`config.mk`:
```
export PLATFORM = sky130hd
export DESIGN_NAME = shift_result_stage
export DESIGN_NICKNAME = d
export VERILOG_FILES = /design/src/rtl/alu_pkg.sv /design/src/rtl/shift_flag_gen.sv /design/src/rtl/shift_result_stage.sv
export SDC_FILE = /design/constraint.sdc
export NUM_CORES = 1
export LEC_CHECK = 0
export CAP_MARGIN = 20
export CELL_PAD_IN_SITES_DETAIL_PLACEMENT = 0
export CELL_PAD_IN_SITES_GLOBAL_PLACEMENT = 1
export CORE_MARGIN = 10
export CORE_UTILIZATION = 38
export DETAILED_ROUTE_END_ITERATION = 12
export PLACE_DENSITY_LB_ADDON = 0.1
export SLEW_MARGIN = 20
export SYNTH_ARGS = -nofsm -noshare
export SYNTH_HDL_FRONTEND = slang
export SYNTH_SLANG_ARGS = --single-unit
```
`constraint.sdc`:
```
create_clock -name clk -period 2.8 [get_ports clk]
set_input_delay 0.84 -clock clk [delete_from_list [all_inputs] [get_ports clk]]
set_output_delay 0.84 -clock clk [all_outputs]
set_load 0.01 [all_outputs]
```
`src/rtl/alu_pkg.sv`:
```
// Shared ALU definitions: data width, skid-buffer occupancy states and the
// shifter status-flag bundle.
package alu_pkg;

    localparam int ALU_WIDTH = 32;

    typedef enum logic [1:0] {
        EMPTY = 2'd0,
        ONE   = 2'd1,
        FULL  = 2'd2
    } occ_t;

    typedef struct packed {
        logic z;
        logic n;
        logic c;
        logic l;
    } shift_flags_t;

endpackage

```
`src/rtl/shift_flag_gen.sv`:
```
// Combinational status flags for a left-shift result: zero, negative,
// carry (last bit shifted out) and lost-bits.
module shift_flag_gen
    import alu_pkg::*;
#(
    parameter int WIDTH = ALU_WIDTH,
    parameter int SHW   = $clog2(WIDTH)
) (
    input  logic [WIDTH-1:0]                 a,
    input  logic [SHW-1:0]                   shamt,
    input  logic [WIDTH-1:0]                 s,
    output logic [$bits(shift_flags_t)-1:0]  flags
);

    logic [WIDTH-1:0] lost_mask;
    logic [SHW-1:0]   c_idx;
    shift_flags_t     f;

    // Top shamt bits of A leave the word; an all-zero mask when shamt is 0.
    assign lost_mask = ~({WIDTH{1'b1}} >> shamt);
    // WIDTH - shamt, which wraps cleanly because WIDTH is a power of two.
    assign c_idx     = -shamt;

    always_comb begin
        f.z = (s == '0);
        f.n = s[WIDTH-1];
        f.l = |(a & lost_mask);
        f.c = (shamt != '0) ? a[c_idx] : 1'b0;
    end

    assign flags = f;

endmodule

```
`src/rtl/shift_result_stage.sv`:
```
// Registered output stage behind the left shifter with a 2-entry skid buffer.
// Define SHIFT_RESULT_FLAGS_EN to build Z/N/C/L flag generation and storage.
module shift_result_stage
    import alu_pkg::*;
#(
    parameter int WIDTH = ALU_WIDTH,
    parameter int SHW   = $clog2(WIDTH)
) (
    input  logic             clk,
    input  logic             rst_n,
    input  logic             in_valid,
    output logic             in_ready,
    input  logic [WIDTH-1:0] in_a,
    input  logic [SHW-1:0]   in_shamt,
    input  logic [WIDTH-1:0] in_s,
    output logic             out_valid,
    input  logic             out_ready,
    output logic [WIDTH-1:0] out_s,
    output logic             out_z,
    output logic             out_n,
    output logic             out_c,
    output logic             out_l
);

    occ_t             occ, occ_nxt;
    logic             acc, drn;
    logic             ld_main_in, ld_main_skid, ld_skid;
    logic [WIDTH-1:0] main_s, skid_s;

    // Ready comes from occupancy alone, so no combinational path from out_ready.
    assign in_ready  = (occ != FULL);
    assign out_valid = (occ != EMPTY);
    assign acc       = in_valid & in_ready;
    assign drn       = out_valid & out_ready;

    always_ff @(posedge clk or negedge rst_n) begin
        if (!rst_n) occ <= EMPTY;
        else        occ <= occ_nxt;
    end

    always_comb begin
        occ_nxt      = occ;
        ld_main_in   = 1'b0;
        ld_main_skid = 1'b0;
        ld_skid      = 1'b0;
        case (occ)
            EMPTY: begin
                if (acc) begin
                    occ_nxt    = ONE;
                    ld_main_in = 1'b1;
                end
            end
            ONE: begin
                if (acc && drn) begin
                    ld_main_in = 1'b1;
                end else if (drn) begin
                    occ_nxt = EMPTY;
                end else if (acc) begin
                    occ_nxt = FULL;
                    ld_skid = 1'b1;
                end
            end
            FULL: begin
                if (drn) begin
                    occ_nxt      = ONE;
                    ld_main_skid = 1'b1;
                end
            end
            default: occ_nxt = EMPTY;
        endcase
    end

    always_ff @(posedge clk or negedge rst_n) begin
        if (!rst_n) begin
            main_s <= '0;
            skid_s <= '0;
        end else begin
            if (ld_main_in)        main_s <= in_s;
            else if (ld_main_skid) main_s <= skid_s;
            if (ld_skid)           skid_s <= in_s;
        end
    end

    assign out_s = main_s;

`ifdef SHIFT_RESULT_FLAGS_EN
    shift_flags_t in_f, main_f, skid_f;

    shift_flag_gen #(
        .WIDTH (WIDTH),
        .SHW   (SHW)
    ) u_flag_gen (
        .a     (in_a),
        .shamt (in_shamt),
        .s     (in_s),
        .flags (in_f)
    );

    // Flags travel alongside their word through main/skid.
    always_ff @(posedge clk or negedge rst_n) begin
        if (!rst_n) begin
            main_f <= '0;
            skid_f <= '0;
        end else begin
            if (ld_main_in)        main_f <= in_f;
            else if (ld_main_skid) main_f <= skid_f;
            if (ld_skid)           skid_f <= in_f;
        end
    end

    assign out_z = main_f.z;
    assign out_n = main_f.n;
    assign out_c = main_f.c;
    assign out_l = main_f.l;
`else
    logic unused_in;
    assign unused_in = ^{in_a, in_shamt};

    assign out_z = 1'b0;
    assign out_n = 1'b0;
    assign out_c = 1'b0;
    assign out_l = 1'b0;
`endif

endmodule

```
==> key figures, run 1 <==
Yosys
  • Synth Area in XOR/XNOR: 0
  • Largest cells by area after synthesis: dfrtp_1 (56%), mux2_4 (15%), o221a_1 (11%)
  • Post-synthesis cell type count: 23
  • Synth top cells by count: dfrtp_1 (66), mux2_4 (30), o221a_1 (30)
  • Post-synth ARST share: 1.000
  • Number of synthesized flops with an enable pin: 0
  • Adder-Cell Fraction of Synth Area: 0
  • Register area share after synthesis: 0.5574
  • Avg Inst Size Synth: ~15 sq um
  • Post-Syn Instances: 194
  • Cell taking the most area after synthesis: dfrtp_1
  • Yosys top cell area share: 0.5574
  • Mux cell area share after synthesis: 0.1630
  • Prevailing post-synth register cell: dfrtp_1
  • Synth Area in Simple Gates: 0.1001
  • Synth Area in Compound Gates: 0.1301
  • Syn Std Cell Area: 2963 sq um
  • Synth Warn #: 0
  • Most common cell in the synthesized netlist: dfrtp_1
  • Main combinational cell family by area after synthesis: multiplexers
  • Synth Register Bits: 66

Detailed routing
  • Initial DRC count: 67
  • Via Count: 1811
  • Via/cell ratio: 4.842
  • DRC: 0
  • Final WL: 6700 um
  • Wire length per cell: 17.91 um
  • Drt pass-1 iters: 4
  • DRT antenna net count: 0

Global route
  • Total track usage: 0.1186
  • First-pass GRT wire length: about 11000 um
  • Initial antenna violation count: 0
  • Largest net degree at the start of global routing: 43
  • GRT overflow: 0
  • Vias in the first global route: approximately 2000

Timing
  • Final Skew: roughly 0.0097 ns
  • Fin. Hold Viols: 0
  • Slew headroom: 0.6006
  • Worst setup margin: 0.3624 ns
  • Post-route minimum period: 2.438 ns
  • Max Clk Rate: about 0.4 GHz
  • Final setup fails: 0
  • Final Cycle Share: 0.8706
  • Worst slew pin tran: 0.5991 ns
  • RSZ-0062 raised after global routing: no
  • Max-slew violations: 0
  • Setup TNS: 0 ns

Clock network
  • CTS Buf Count: 9
  • Root buf cell: clkbuf_8
  • Setup Fix Bufs, Post-CTS: 0
  • CTS clk-pin slew, worst paths: 0.07 ns
  • Clk_lat worst skew: 0.33 ns
  • CTS tree: yes
  • Clock Tree Buf Depth: 2
  • Cts hold-fix bufs: 0
  • CTS resizes: 0
  • # H-tree levels: 3
  • # clock sinks: 66

Power and ir drop
  • Power Density: 836.9 nW/um^2
  • Maximum VDD drop: 329.2 uV
  • P_leak: roughly 1.6 nW

Worst setup path
  • Reg2reg start: occ[1]$_DFFE_PN0P_
  • RR Endpoint: out_s[10]$_DFFE_PN0P_
  • Worst path arrival time: 1.60 ns
  • Reg2Reg Depth: 4
  • CP endpoint kind: primary output
  • Worst EP required: roughly 2.0 ns
  • Largest fanout on the critical path: 7
  • Crit start category: flop
  • Setup CP Type: flop to primary output
  • FF-to-FF setup slack: 1.24 ns

Place
  • Post-place instance area: 3742 sq um
  • Port Buffers: 69
  • HPWL Detailed: 4504 um
  • Dpl ws: 0.2557 ns
  • RePlAce Congestion: 0.7130
  • # placed instances: 360

Floorplan
  • Die W: 108.3 um
  • Total I/O pin count: 111
  • Num rows: 32
  • Initial Utilization: 0.3874
  • Die area: roughly 12000 sq um
  • Area of the core: 7647 sq um
  • Die span in y: 108.3 um

Layout
  • Non-Filler Instances: 374
  • Final core utilization: 0.5144
  • Fin area: 3934 sq um
  • Fin nets: about 340
  • Final antenna diode count: 0
  • Share of cells above drive strength 1: 0.2574
  • Area Growth Syn to Fin: 32.77%

Outcome
  • Outcome: completed

Run
  • Max-cap violations: 0

Min path
  • Hold Path Class: input port to async pin
-- worst max-delay path: stages (launching register included) --
cell and delay (ns):
dfrtp_1 0.47, or2_2 0.32, clkdlybuf4s50_1 0.48
-- registers in the layout, summed over array words and instances (netlist names) --
signal  cells
skid_s     32
occ         2
out_s      32
-- layout by cell type, fill, tap and decap left out, drive strengths merged --
cell type,count
a21oi,2
buf,9
bufinv,1
clkbuf,11
clkdlybuf4s50,68
clkinv,2
conb,4
dfrtp,66
mux2,32
mux2i,1
nand2,2
nand2b,3
nand3b,1
nor2,1
nor2b,2
o21ai,1
o221a,32
o22ai,1
or2,33
-- layer usage --
metal	wire length (um)	global-route usage	part of all wire	vias up
li1	-	-	-	856
met1	3232	0.1549	0.48	902
met2	2987	0.1746	0.45	45
met3	400	0.03748	0.060	8
met4	80	0.05650	0.012	0
met5	0	0	0	-
-- logic make-up (layout without fill, tap and decap cells) --
group,count (synthesis),count (layout)
mux,33,33
other cells,1,4
simple gates,42,42
flops,66,66
buf+inv,16,91
compound gates,36,36
-- area by class of cell --
cell class | count | area [sq um]
multi-input cells | 115 | 1180
well taps | 102 | 127.6
flip-flops and latches | 66 | 1652
repair buffers | 77 | 783.3
fillers | 659 | 3714
clock inverters | 3 | 40.04
clock buffers | 11 | 151.4
-- worst max path at each step --
stage               slack (ns)  depth (start not counted)                      to                from
finish                    0.36                          2               out_valid  occ[1]$_DFFE_PN0P_
floorplan                 1.05                          4  skid_s[10]$_DFFE_PN0P_           out_ready
detailed placement        0.26                          5   out_s[15]$_DFFE_PN0P_            in_valid
global placement          0.22                          5   out_s[17]$_DFFE_PN0P_            in_valid
global route              0.30                          2               out_valid  occ[1]$_DFFE_PN0P_
CTS                       0.33                          2               out_valid  occ[1]$_DFFE_PN0P_
-- power breakdown --
| part | switching, W | internal [W] |
|---|---|---|
| combinational | 0.000351 | 0.000687 |
| clock | 0.000338 | 0.000447 |
| sequential | 0.000183 | 0.00129 |
-- stage by stage --
stage               hold WS (ns)  total power, W
floorplan                 0.4726        0.002054
global placement          0.4809        0.002521
detailed placement        0.4866        0.002535
CTS                       0.5032        0.003342
global route              0.5152        0.003485
finish                    0.5011        0.003292
(Power assumes the default switching activity.)
==> inputs of run 2 (changes only) <==
--- a/config.mk
+++ b/config.mk
@@ -12,6 +12,7 @@
 export CORE_UTILIZATION = 38
 export DETAILED_ROUTE_END_ITERATION = 12
 export PLACE_DENSITY_LB_ADDON = 0.1
+export REMOVE_ABC_BUFFERS = 1
 export SLEW_MARGIN = 20
 export SYNTH_ARGS = -nofsm -noshare
 export SYNTH_HDL_FRONTEND = slang
==> key figures, run 2 (synthesis results as in run 1) <==
Outcome
  • Outcome: completed

Layout
  • Commonest cells after routing, fill and taps aside: clkdlybuf4s50_1 (68), dfrtp_1 (66), o221a_1 (30), mux2_4 (30), or2_1 (27)
  • Final core utilization: 0.5162
  • Commonest non-fill, non-tap cell in the layout: clkdlybuf4s50_1
  • Reg area: 1652 sq um
  • Area Growth Syn to Fin: 33.23%
  • Area of the multi-input gates: 1180 sq um
  • Share of cells above drive strength 1: 0.2591
  • Fill count: around 680
  • Fin nets: 342
  • Final antenna diode count: 0

Clock network
  • CTS clk-pin slew, worst paths: 0.07 ns
  • # H-tree levels: 3
  • CTS tree: yes
  • Cts hold-fix bufs: 0
  • Setup Fix Bufs, Post-CTS: 0
  • CTS resizes: 0
  • CTS Buf Count: 9
  • # clock sinks: between 60 and 70
  • Root buf cell: clkbuf_8
  • Clock Tree Buf Depth: 2
  • Clk_lat worst skew: 0.34 ns

Worst setup path
  • Worst EP required: a little under 2 ns
  • CP endpoint kind: primary output
  • Setup CP Type: flop to primary output
  • Crit start category: flop
  • Critical path's slowest cell: clkdlybuf4s50_1
  • Crit-path cells: or2_2, clkdlybuf4s50_1
  • Worst path arrival time: 1.60 ns
  • Largest fanout on the critical path: 7
  • FF-to-FF setup slack: around 1.2 ns
  • Reg2Reg Depth: 4
  • Critical Path Max Stage Delay: about 0.49 ns

Floorplan
  • Initial Utilization: 0.3874
  • Total I/O pin count: 111
  • Die W: 108.3 um
  • Area of the core: between 7000 and 8000 sq um
  • Die span in y: between 100 and 150 um
  • Num rows: 32
  • Die area: 11730 sq um

Power and ir drop
  • Sequential share of power: 0.434
  • Int Pwr: about 0.0025 W
  • Sw Share: 0.2687
  • Clock share of power: 0.260
  • P_sw: 0.0009092 W
  • Maximum VDD drop: 381.2 uV
  • Tot Pwr: 0.003384 W
  • P_leak: 1.596 nW
  • Power Density: 857.3 nW/um^2
  • Gate power share: 0.306

Timing
  • Max Clk Rate: 0.4095 GHz
  • Slew headroom: 0.5376
  • RSZ-0062 raised after global routing: no
  • Max-slew violations: 0
  • WHS: 0.5019 ns
  • Final Cycle Share: 0.8722
  • Final Skew: 0.006126 ns
  • Fin. Hold Viols: 0
  • Setup TNS: 0 ns
  • Post-route minimum period: 2.442 ns
  • Final setup fails: 0
  • Worst slew pin tran: 0.6935 ns

Place
  • HPWL Detailed: 4455 um
  • Port Buffers: 69
  • RePlAce Congestion: 0.6891

Detailed routing
  • DRC: 0
  • Final WL: 6696 um
  • DRT antenna net count: 0
  • Wire length per cell: 17.81 um
  • Drt pass-1 iters: 4
  • Via/cell ratio: around 4.8
  • Via Count: 1805
  • Initial DRC count: 31

Global route
  • Vias in the first global route: 2049
  • First-pass GRT wire length: 11080 um
  • Initial antenna violation count: 0
  • Total track usage: 0.1210
  • GRT overflow: 0
  • Largest net degree at the start of global routing: 39

Min path
  • Cell count of the worst hold path: 1
  • Hold Path Class: flop to flop

Run
  • Max-cap violations: 0
run 2: layer usage:
layer | vias to the layer above | share of wire | track usage | routed length [um]
li1 | 856 | - | - | -
met1 | 895 | 0.46 | 0.1552 | 3084
met2 | 47 | 0.47 | 0.1832 | 3130
met3 | 7 | 0.062 | 0.04402 | 416
met4 | 0 | 0.0097 | 0.04520 | 65
met5 | - | 0 | 0 | 0
run 2: worst paths after layout:
kind	startpoint	to
setup / recovery	occ[1]$_DFFE_PN0P_	out_valid
min in group asynchronous	rst_n	out_s[20]$_DFFE_PN0P_
max in group asynchronous	rst_n	skid_s[23]$_DFFE_PN0P_
hold reg to reg	skid_s[12]$_DFFE_PN0P_	skid_s[12]$_DFFE_PN0P_
hold / removal	skid_s[12]$_DFFE_PN0P_	skid_s[12]$_DFFE_PN0P_
setup reg to reg	occ[0]$_DFFE_PN0P_	out_s[30]$_DFFE_PN0P_
run 2: layout make-up:
cell class	count	area share
multi-input combinational	115	0.2989
clock buffer	10	0.03233
clock inverter	6	0.02282
timing repair buffer	77	0.1952
sequential	66	0.4184
tap	102	0.03233
run 2: power groups by stage:
stage / clock network (W) / logic, W / registers [W]
after floorplan: 0 / 0.000504 / 0.00151
after global placement: 0 / 0.00104 / 0.00147
after detailed placement: 0 / 0.00105 / 0.00148
after CTS: 0.000913 / 0.00106 / 0.00147
after global routing: 0.000955 / 0.00112 / 0.00151
final: 0.000881 / 0.00103 / 0.00147
run 2: critical path: cells and delay by family, from the launching register on:
family / cells / cell delay, ns
buffers and inverters: 1 / 0.49
flip-flops: 1 / 0.46
AND/OR/NAND/NOR: 1 / 0.32
run 2: stage by stage:
| stage | cells | setup slack, ns | area, sq um |
|---|---|---|---|
| after global placement | 360 | 0.2800 | 3730 |
| after floorplan | 181 | 0.5130 | 2831 |
| after CTS | 376 | 0.3247 | 3948 |
| final | 376 | 0.3577 | 3948 |
| after global routing | 376 | 0.2853 | 3948 |
| after detailed placement | 360 | 0.2794 | 3730 |
==> variant: new RTL, flow settings as in run 1 <==
The option `SHIFT_RESULT_FLAGS_EN` is turned on by a define.
--- a/src/rtl/shift_result_stage.sv
+++ b/src/rtl/shift_result_stage.sv
@@ -1,4 +1,6 @@
 // Registered output stage behind the left shifter with a 2-entry skid buffer.
 // Define SHIFT_RESULT_FLAGS_EN to build Z/N/C/L flag generation and storage.
+`define SHIFT_RESULT_FLAGS_EN
+
 module shift_result_stage
     import alu_pkg::*;
Function: changed (Yosys sat finds a counterexample within 4 cycles, from zero or initial values and one cycle with rst_n low).
==> variant against run 1 <==
- sequential cell count is 6 higher
- power is 1.6% higher
- worst setup slack worse by 220 ps
- cell area is 35% higher
- synthesized area is 29% higher
- clock skew hardly changed
- global-route usage is 2.8 points higher
- die area is 23% higher
- routed wire length is 56% higher
- highest routed layer unchanged
==> variant: results (changes against run 1) <==
The count of fill cells added during filler insertion is 861 (+31%). Tracing the worst setup path back leads to its startpoint at in_shamt[0]. The iteration count of the initial detailed-routing pass is 6 (+2). The met1 capacity usage during global routing was 0.186 (+0.0312); the routed metal-1 wire length was 4700 um (+45%).

The cell-internal power came out at 2.33 mW (-3.8%). The setup slack after placement is -218 ps (-473 ps), and the share of final-layout standard cells stronger than drive strength 1 is 0.158 (-0.0998). For the number of distinct library cells after synthesis, the log shows 44 (+91%). The static leakage was 2.38 nW (+50%); the share of total power in sequential cells was 0.456 (+0.009). The largest driver fanout on the critical path was 2 (-5). The total placed instance area is 5140 um2 (+37%). The worst hold-check path type was register to register. For the endpoint arrival time on the critical path, the log shows 2910 ps (+1310 ps). The run gives 736 um (+84%) as the wire length on met3.

The final cell count without fillers is 609 (+63%), and the share of the synthesized area in compound gates (AO/OA/AOI/OAI) is 0.127 (-0.00306). The final worst clock skew is 9.59 ps (-0.146 ps). The highest metal layer carrying signal wires in the routed design is met4.

Ranked by instance count, the synthesized netlist is headed by dfrtp_1, mux2i_1, nand2_1, o21ai_1, mux2_2. By area the synthesized netlist is led by dfrtp_1, mux2i_1, mux2_2, o21ai_1, nand2_1. The average cell area after synthesis was 10.8 um2 (-29%); the fraction of the mapped netlist area in adder cells was 0.0223 (+0.0223). The met3 global-route usage was 0.0478 (+0.0103).

The run gives 46 (+7.0%) as the largest net degree at the start of global routing. The synthesis-to-finish area growth came out at 39.6%. The tools report the global-route wire length before repair as 17200 um (+60%). The total met2 wirelength after detailed routing was 4920 um (+65%); the power in the clock group was 721 uW (-8.2%). The tools report the largest vdd supply drop as 0.458 mV (+39%). The areal power density over the cells works out to 628 nW/um2 (-25%).

The run finished with clean final reports. The total vias in the final route was 3182 (+76%); the final hold slack was 492 ps (-8.65 ps). The via count of the first global-routing pass is 3401 (+69%). The tools report the number of nets at the end of the flow as 550 (+61%). The routability-driven placement congestion ratio is 0.829 (+16%). The tools report the capturing point of the worst reg2reg path as skid_s[7]. The HPWL after detailed placement came out at 8160 um (+81%). The met2 layer usage reported by global route is 0.232 (+0.0575). The xor and xnor area share after synthesis works out to 0.00230 (+0.00230). For the sum of routed wire length over all layers, the log shows 10500 um (+56%). The tools report the proportion of synthesized chip area in sequential cells as 0.473 (-0.0848).

The number of buffers inserted by port buffering works out to 110 (+59%). The number of design-rule violations left by the first detailed-router iteration is 231 (+240%). The most critical setup path has its endpoint at skid_f[1].

The slew at the pin closest to its max-slew limit was 662 ps (+63.1 ps). The multiplexer share of the synthesized area is 0.232 (+0.0690). Total routing resource utilization after global routing: 0.146 (+0.0276). The initial antenna violation count is 0 (unchanged), and the number of placed instances, taps included is 593 (+65%). The tools report the startpoint of the tightest hold check path as skid_s[20].
-- variant: changes by cell type in the layout (fill, tap and decap cells not counted), sizes merged, moves of 7 or more --
cell | before | now
mux2i | 1 | 49
clkdlybuf4s50 | 68 | 109
o21ai | 1 | 36
nand2 | 2 | 36
o221a | 32 | 0
or2 | 33 | 3
nor2 | 1 | 13
buf | 9 | 20
nor4 | 0 | 9
inv | 0 | 8
a31oi | 0 | 7
-- variant: worst max-delay path, cell delays in order --
cell,delay (ps)
clkdlybuf4s50_1,420
inv_1,80
ha_1,140
inv_1,50
nor3_1,190
ha_1,270
or2_2,320
a221o_1,260
o21a_1,200
a31oi_1,150
-- variant: cell type report --
cell class                 instances  share of cell area
tap                              133              0.0313
inverter                           7             0.00494
multi-input combinational        252               0.356
timing repair buffer             129               0.237
clock buffer                      10              0.0240
sequential                        72               0.338
clock inverter                     6             0.00823
-- variant: timing repair --
item,4_1_cts,5_1_grt
resized for setup,0,2
setup endpoints to repair,0,2
hold buffers,0,0
